$ cat src/rtl/iot_filter_param.sv
// iot_filter_param: byte-serial IoT data filter.
// Bytes (MSB byte first) are assembled into W = 8*BYTES bit words; every
// completed word is run through the function latched at the start of the
// round of ROUND words (MAX, MIN, AVG, EXT, EXC and optionally PMAX/PMIN).
// Optional feature macro: IOTDF_PEAK_EN enables PMAX/PMIN peak tracking;
// without it function codes 6 and 7 consume words like function 0.
module iot_filter_param #(
    parameter int BYTES = 16,
    parameter int ROUND = 8
) (
    input  logic               clk,
    input  logic               rst,
    input  logic               in_en,
    input  logic [7:0]         iot_in,
    input  logic [2:0]         fn_sel,
    input  logic [8*BYTES-1:0] lo_th,
    input  logic [8*BYTES-1:0] hi_th,
    output logic               busy,
    output logic               valid,
    output logic [8*BYTES-1:0] iot_out
);

    localparam int W     = 8 * BYTES;
    localparam int LOG_R = $clog2(ROUND);
    localparam int BC_W  = $clog2(BYTES);
    localparam int SUM_W = W + LOG_R;

    localparam logic [BC_W-1:0]  BC_LAST = BC_W'(BYTES - 1);
    localparam logic [BC_W-1:0]  BC_ONE  = BC_W'(1);
    localparam logic [LOG_R-1:0] WC_LAST = LOG_R'(ROUND - 1);
    localparam logic [LOG_R-1:0] WC_ONE  = LOG_R'(1);

    localparam logic [2:0] FN_MAX = 3'd1;
    localparam logic [2:0] FN_MIN = 3'd2;
    localparam logic [2:0] FN_AVG = 3'd3;
    localparam logic [2:0] FN_EXT = 3'd4;
    localparam logic [2:0] FN_EXC = 3'd5;
`ifdef IOTDF_PEAK_EN
    localparam logic [2:0] FN_PMAX = 3'd6;
    localparam logic [2:0] FN_PMIN = 3'd7;
`endif

    // The assembler only keeps the first BYTES-1 bytes; the last byte
    // completes the word combinationally.
    logic [W-9:0]     asm_r;
    logic [BC_W-1:0]  byte_cnt_r;
    logic [LOG_R-1:0] word_cnt_r;
    logic [2:0]       fn_r;
    logic [W-1:0]     lo_r;
    logic [W-1:0]     hi_r;
    logic [W-1:0]     max_r;
    logic [W-1:0]     min_r;
    logic [SUM_W-1:0] sum_r;
    logic             busy_r;
    logic             valid_r;
    logic [W-1:0]     out_r;

    logic             accept_s;
    logic             first_byte_s;
    logic             word_done_s;
    logic             last_word_s;
    logic [W-1:0]     word_s;
    logic [W-1:0]     new_max_s;
    logic [W-1:0]     new_min_s;
    logic [SUM_W-1:0] new_sum_s;
    logic             res_valid_s;
    logic [W-1:0]     res_data_s;

`ifdef IOTDF_PEAK_EN
    logic [W-1:0]     peak_r;
    logic             peak_set_r;
    logic             peak_upd_s;
`endif

    assign accept_s     = in_en & ~busy_r;
    assign first_byte_s = accept_s && (byte_cnt_r == {BC_W{1'b0}})
                          && (word_cnt_r == {LOG_R{1'b0}});
    assign word_done_s  = accept_s && (byte_cnt_r == BC_LAST);
    assign last_word_s  = (word_cnt_r == WC_LAST);
    assign word_s       = {asm_r, iot_in};

    // Round aggregates including the current word, and the per-function result.
    always_comb begin
        new_max_s   = word_s;
        new_min_s   = word_s;
        new_sum_s   = {{LOG_R{1'b0}}, word_s};
        res_valid_s = 1'b0;
        res_data_s  = '0;
`ifdef IOTDF_PEAK_EN
        peak_upd_s  = 1'b0;
`endif
        // The first word of a round restarts the aggregates.
        if (word_cnt_r != {LOG_R{1'b0}}) begin
            new_sum_s = sum_r + {{LOG_R{1'b0}}, word_s};
            if (max_r > word_s) begin
                new_max_s = max_r;
            end else begin
                new_max_s = word_s;
            end
            if (min_r < word_s) begin
                new_min_s = min_r;
            end else begin
                new_min_s = word_s;
            end
        end else begin
            new_sum_s = {{LOG_R{1'b0}}, word_s};
            new_max_s = word_s;
            new_min_s = word_s;
        end

        case (fn_r)
            FN_MAX: begin
                res_valid_s = last_word_s;
                res_data_s  = new_max_s;
            end
            FN_MIN: begin
                res_valid_s = last_word_s;
                res_data_s  = new_min_s;
            end
            FN_AVG: begin
                res_valid_s = last_word_s;
                res_data_s  = new_sum_s[SUM_W-1:LOG_R];
            end
            FN_EXT: begin
                res_valid_s = (lo_r < word_s) && (word_s < hi_r);
                res_data_s  = word_s;
            end
            FN_EXC: begin
                res_valid_s = (word_s < lo_r) || (word_s > hi_r);
                res_data_s  = word_s;
            end
`ifdef IOTDF_PEAK_EN
            FN_PMAX: begin
                res_valid_s = last_word_s && (!peak_set_r || (new_max_s > peak_r));
                res_data_s  = new_max_s;
                peak_upd_s  = res_valid_s;
            end
            FN_PMIN: begin
                res_valid_s = last_word_s && (!peak_set_r || (new_min_s < peak_r));
                res_data_s  = new_min_s;
                peak_upd_s  = res_valid_s;
            end
`endif
            default: begin
                res_valid_s = 1'b0;
                res_data_s  = '0;
            end
        endcase
    end

    // Word assembly, byte/word counters, round aggregates and latched controls.
    always_ff @(posedge clk) begin
        if (rst) begin
            asm_r      <= '0;
            byte_cnt_r <= '0;
            word_cnt_r <= '0;
            fn_r       <= 3'd0;
            lo_r       <= '0;
            hi_r       <= '0;
            max_r      <= '0;
            min_r      <= '0;
            sum_r      <= '0;
        end else begin
            if (accept_s) begin
                asm_r <= word_s[W-9:0];
                if (word_done_s) begin
                    byte_cnt_r <= '0;
                end else begin
                    byte_cnt_r <= byte_cnt_r + BC_ONE;
                end
            end
            // ROUND is a power of two, so the word counter wraps by itself.
            if (word_done_s) begin
                word_cnt_r <= word_cnt_r + WC_ONE;
                max_r      <= new_max_s;
                min_r      <= new_min_s;
                sum_r      <= new_sum_s;
            end
            if (first_byte_s) begin
                fn_r <= fn_sel;
                lo_r <= lo_th;
                hi_r <= hi_th;
            end
        end
    end

    // Result cycle: busy for one cycle after each word, result held for that cycle only.
    always_ff @(posedge clk) begin
        if (rst) begin
            busy_r  <= 1'b0;
            valid_r <= 1'b0;
            out_r   <= '0;
        end else begin
            busy_r  <= word_done_s;
            valid_r <= word_done_s & res_valid_s;
            if (word_done_s && res_valid_s) begin
                out_r <= res_data_s;
            end else begin
                out_r <= '0;
            end
        end
    end

`ifdef IOTDF_PEAK_EN
    // Peak tracking; a change of function between rounds forgets the peak.
    always_ff @(posedge clk) begin
        if (rst) begin
            peak_r     <= '0;
            peak_set_r <= 1'b0;
        end else if (first_byte_s && (fn_sel != fn_r)) begin
            peak_set_r <= 1'b0;
        end else if (word_done_s && peak_upd_s) begin
            peak_r     <= res_data_s;
            peak_set_r <= 1'b1;
        end else begin
            peak_set_r <= peak_set_r;
        end
    end
`endif

    assign busy    = busy_r;
    assign valid   = valid_r;
    assign iot_out = out_r;

endmodule

$ cat config.mk
export PLATFORM = sky130hd
export DESIGN_NAME = iot_filter_param
export DESIGN_NICKNAME = d
export VERILOG_FILES = /design/src/rtl/iot_filter_param.sv
export SDC_FILE = /design/constraint.sdc
export NUM_CORES = 2
export LEC_CHECK = 0
export ABC_AREA = 0
export CORE_MARGIN = 4
export CORE_UTILIZATION = 60
export CTS_BUF_LIST = sky130_fd_sc_hd__clkbuf_4 sky130_fd_sc_hd__clkbuf_8 sky130_fd_sc_hd__clkbuf_16
export CTS_CLUSTER_SIZE = 14
export DETAILED_ROUTE_END_ITERATION = 7
export GPL_TIMING_DRIVEN = 1
export MAX_ROUTING_LAYER = met4
export PLACE_DENSITY_LB_ADDON = 0.2
export SYNTH_ARGS = -nofsm -noshare
export SYNTH_HDL_FRONTEND = slang
export SYNTH_SLANG_ARGS = --single-unit
$ cat constraint.sdc
create_clock -name clk -period 4.2 [get_ports clk]
set_clock_uncertainty 0.15 [all_clocks]
set_input_delay 0.84 -clock clk [delete_from_list [all_inputs] [get_ports clk]]
set_output_delay 0.84 -clock clk [all_outputs]
set_load 0.01 [all_outputs]
==> impl_metrics.csv <==
group,metric,value,unit
status,outcome,"finished with violations",
status,violations,"DRC, setup timing",
setup_path,cp.required,4.68,ns
power_and_ir_drop,total_power,20.1,mW
synthesis,syn-cell-area,0.0550,mm^2
clocking,clk_pin_slew,0.06,ns
floorplanning,dieWidth,311,um
synthesis,synth_nets,7955,
final_layout,nets,8686,
clocking,cts_sinks,903,
detailed_routing,met1_length,84500,um
synthesis,synth.distinct_cells,92,
synthesis,synth_area_leader_cell,"dfxtp_1",
detailed_routing,antenna_left,0,
clocking,clock_latency,0.72,ns
sta,setup_ws,-0.205,ns
clocking,cts_inserted_buffers,97,
floorplanning,die_h,311,um
synthesis,syn_inst,7040,
final_layout,syn2layout_area_growth,25.9,%
synthesis,avgSynthCellArea,7.82,um^2
setup_path,regToRegSetupSlack,-0.21,ns
sta,fmax,227,MHz
floorplanning,core_region_area,0.0906,mm^2
detailed_routing,drt-vias-per-instance,6.56,
clocking,cts_root_buffer,"clkbuf_16",
detailed_routing,vias,59200,
min_path,hp-class,"reg2reg",
placement,port_buffers,399,
setup_path,path_cells,"ha_1, nand4_1, nor4_4, nand3_4, nor2_2, a211oi_4, o31ai_4, a211oi_4, o41ai_4, a2111o_1, a31o_4, buf_12, buf_16, a31oi_1",
setup_path,timing.rr.start,"asm_r[28]$_SDFFE_PP0P_",
setup_path,reg2reg_to,"iot_out[93]$_SDFF_PP0_",
sta,setup_viol,129,
clocking,h-tree-depth,3,
placement,placed_cell_area,0.0644,mm^2
setup_path,slowest_stage,"a211oi_4",
setup_path,critPathMaxFanout,8,
setup_path,critPathKind,"reg2reg",
detailed_routing,dr.first_iter.drc_count,7954,
placement,dp_cells,8817,
final_layout,utilization,0.765,
placement,hpwl,158000,um
detailed_routing,routed-wl-met3,24200,um
floorplanning,start_util,0.608,
power_and_ir_drop,vdd_drop_max,0.000348,V
sta,period_needed,4.41,ns
floorplanning,io_pins,400,
detailed_routing,post_drt_wl_per_cell,24.3,um
final_layout,nFillCells,6416,
synthesis,yosysMostFrequentCell,"nand2_1",
final_layout,regArea,0.0181,mm^2
global_route,track_usage,0.441,
floorplanning,die_area,0.0966,mm^2
detailed_routing,wl_met2,96700,um
synthesis,ys_warn_count,0,
final_layout,multi_input_area,0.0346,mm^2
synthesis,yosysTopAreaCellShare,0.328,
setup_path,endpoint_kind,"register",
synthesis,synth_top_cells_by_count,"nand2_1, a21oi_1, dfxtp_1",
setup_path,crit_family,"compound AO/OA/AOI/OAI gates",
setup_path,slowest_delay,0.56,ns
job,drv_cap,0,
setup_path,worstRegToRegCells,14,
power_and_ir_drop,powerDensity,290,mW/mm^2
sta,tightest_slew,1.18,ns
setup_path,cp_common_cell,"a211oi_4",
global_route,grt_pass1_wl,330000,um
detailed_routing,drc,3,
sta,whs,0.303,ns
detailed_routing,finalWirelength,220000,um
global_route,grt_max_degree,180,
sta,relSlewSlack,0.215,
clocking,cts_tree,"built",
setup_path,critPathBufInv,2,
synthesis,synthFlopType,"dfxtp_1",
synthesis,yosysSeqAreaShare,0.328,
detailed_routing,first_pass_iters,8,
floorplanning,num_rows,110,
final_layout,stdcell_count,9030,
final_layout,final_area,0.0693,mm^2
setup_path,crit_path_start,"asm_r[28]$_SDFFE_PP0P_",
power_and_ir_drop,leakage,28.3,nW
synthesis,yosys_register_bits,903,
sta,drv_slew,0,
global_route,antenna_found_initial,2,
global_route,grt_overflow,0,
placement,gp_congestion,1.05,
sta,hold_viol,0,
synthesis,synth_edf_count,0,
sta,finalCritPeriodShare,1.05,
clocking,cts_buffer_depth,3,
synthesis,ys_async_sr_fraction,0,
synthesis,synthTopCellsByArea,"dfxtp_1, ha_1, nand2_1",
setup_path,worst-path-stages,14,
setup_path,critPathLaunchType,"register",
global_route,grt_pass1_vias,56800,
sta,rsz0062_at_grt,"true",
final_layout,drive_gt1_frac,0.141,
detailed_routing,route.top_layer_used,"met4",
setup_path,arrival,4.88,ns
setup_path,crit_end,"iot_out[93]$_SDFF_PP0_",
[area by class of cell]
type	instances	area share
Clock buffer	136	0.0414
Multi-Input combinational cell	5245	0.500
Sequential cell	903	0.262
Tap cell	1176	0.0212
Inverter	443	0.0240
Timing Repair Buffer	1081	0.144
Clock inverter	43	0.00758
Antenna cell	3	0.000108
[worst min-delay path, stage by stage, from the launching register on]
cell     delay (ns)
dfxtp_1        0.31
nand2_1        0.05
a21oi_1        0.05
[metrics by stage]
| stage | TNS, ns | setup WS (ns) |
|---|---|---|
| final | -14.23 | -0.205 |
| after global placement | -512.32 | -2.52 |
| after global routing | -21.61 | -0.268 |
| after floorplan | 0 | 0.251 |
| after detailed placement | -539.36 | -2.58 |
| after CTS | 0 | 0.0167 |
[per-layer routing]
| layer | vias to the layer above | global-route usage |
|---|---|---|
| met2 | 3746 | 0.682 |
| met5 | - | - |
| li1 | 26700 | - |
| met4 | 0 | 0.228 |
| met3 | 885 | 0.0874 |
| met1 | 27900 | 0.549 |
[kinds of logic (layout without fill, tap and decap cells)]
kind of cell | after synthesis | count (layout) | share of synthesized area
XOR/XNOR | 113 | 113 | 0.0181
AND/OR/NAND/NOR | 2229 | 2229 | 0.174
AO/OA/AOI/OAI | 2196 | 2197 | 0.259
other | 0 | 3 | 0
multiplexers | 61 | 61 | 0.0115
buffers and inverters | 893 | 1703 | 0.0625
flip-flops | 903 | 903 | 0.328
adder cells (fa/ha/maj) | 645 | 645 | 0.147
[what timing repair did]
| action | CTS | global route |
|---|---|---|
| endpoints found under the setup margin | 269 | 279 |
| pin swaps | 26 | 18 |
| resized for setup | 141 | 114 |
| setup buffers | 23 | 11 |
| hold buffers | 0 | 0 |
| gates cloned | 4 | 3 |
[how the worst min path moves through the flow]
stage               cells past startpoint                 endpoint               startpoint  slack [ns]
finish                                  2    lo_r[28]$_SDFFE_PP0P_    lo_r[28]$_SDFFE_PP0P_        0.30
detailed placement                      2    hi_r[16]$_SDFFE_PP0P_    hi_r[16]$_SDFFE_PP0P_        0.30
CTS                                     2    lo_r[99]$_SDFFE_PP0P_    lo_r[99]$_SDFFE_PP0P_        0.30
global route                            2    hi_r[52]$_SDFFE_PP0P_    hi_r[52]$_SDFFE_PP0P_        0.32
floorplan                               2  sum_r[125]$_SDFFE_PP0P_  sum_r[125]$_SDFFE_PP0P_        0.27
global placement                        2  sum_r[125]$_SDFFE_PP0P_  sum_r[125]$_SDFFE_PP0P_        0.29
[flip-flops by register name (all words and copies together), names as in the netlist, 4 cells and up]
register / count
asm_r: 120
byte_cnt_r: 4
hi_r: 128
iot_out: 128
lo_r: 128
max_r: 128
min_r: 128
sum_r: 131
[placed cells by master, fill, tap and decap left out, types with 125 or more instances in the layout]
cell,synthesis,layout
a21o_1,126,125
nand4_1,169,169
a22o_1,256,256
o21ai_0,265,260
clkdlybuf4s50_1,0,390
nand2_1,1296,1294
nor2_1,401,388
buf_4,3,605
dfxtp_1,903,875
a21oi_1,909,868
ha_1,644,633
inv_1,443,442
[power breakdown]
| group | internal (mW) | leakage, nW | switching [mW] |
|---|---|---|---|
| clock network | 5.34 | 1.69 | 3.80 |
| registers | 8.74 | 7.33 | 0.112 |
| logic | 0.831 | 19.3 | 1.27 |
No activity file was read; power rests on OpenSTA's default activity.
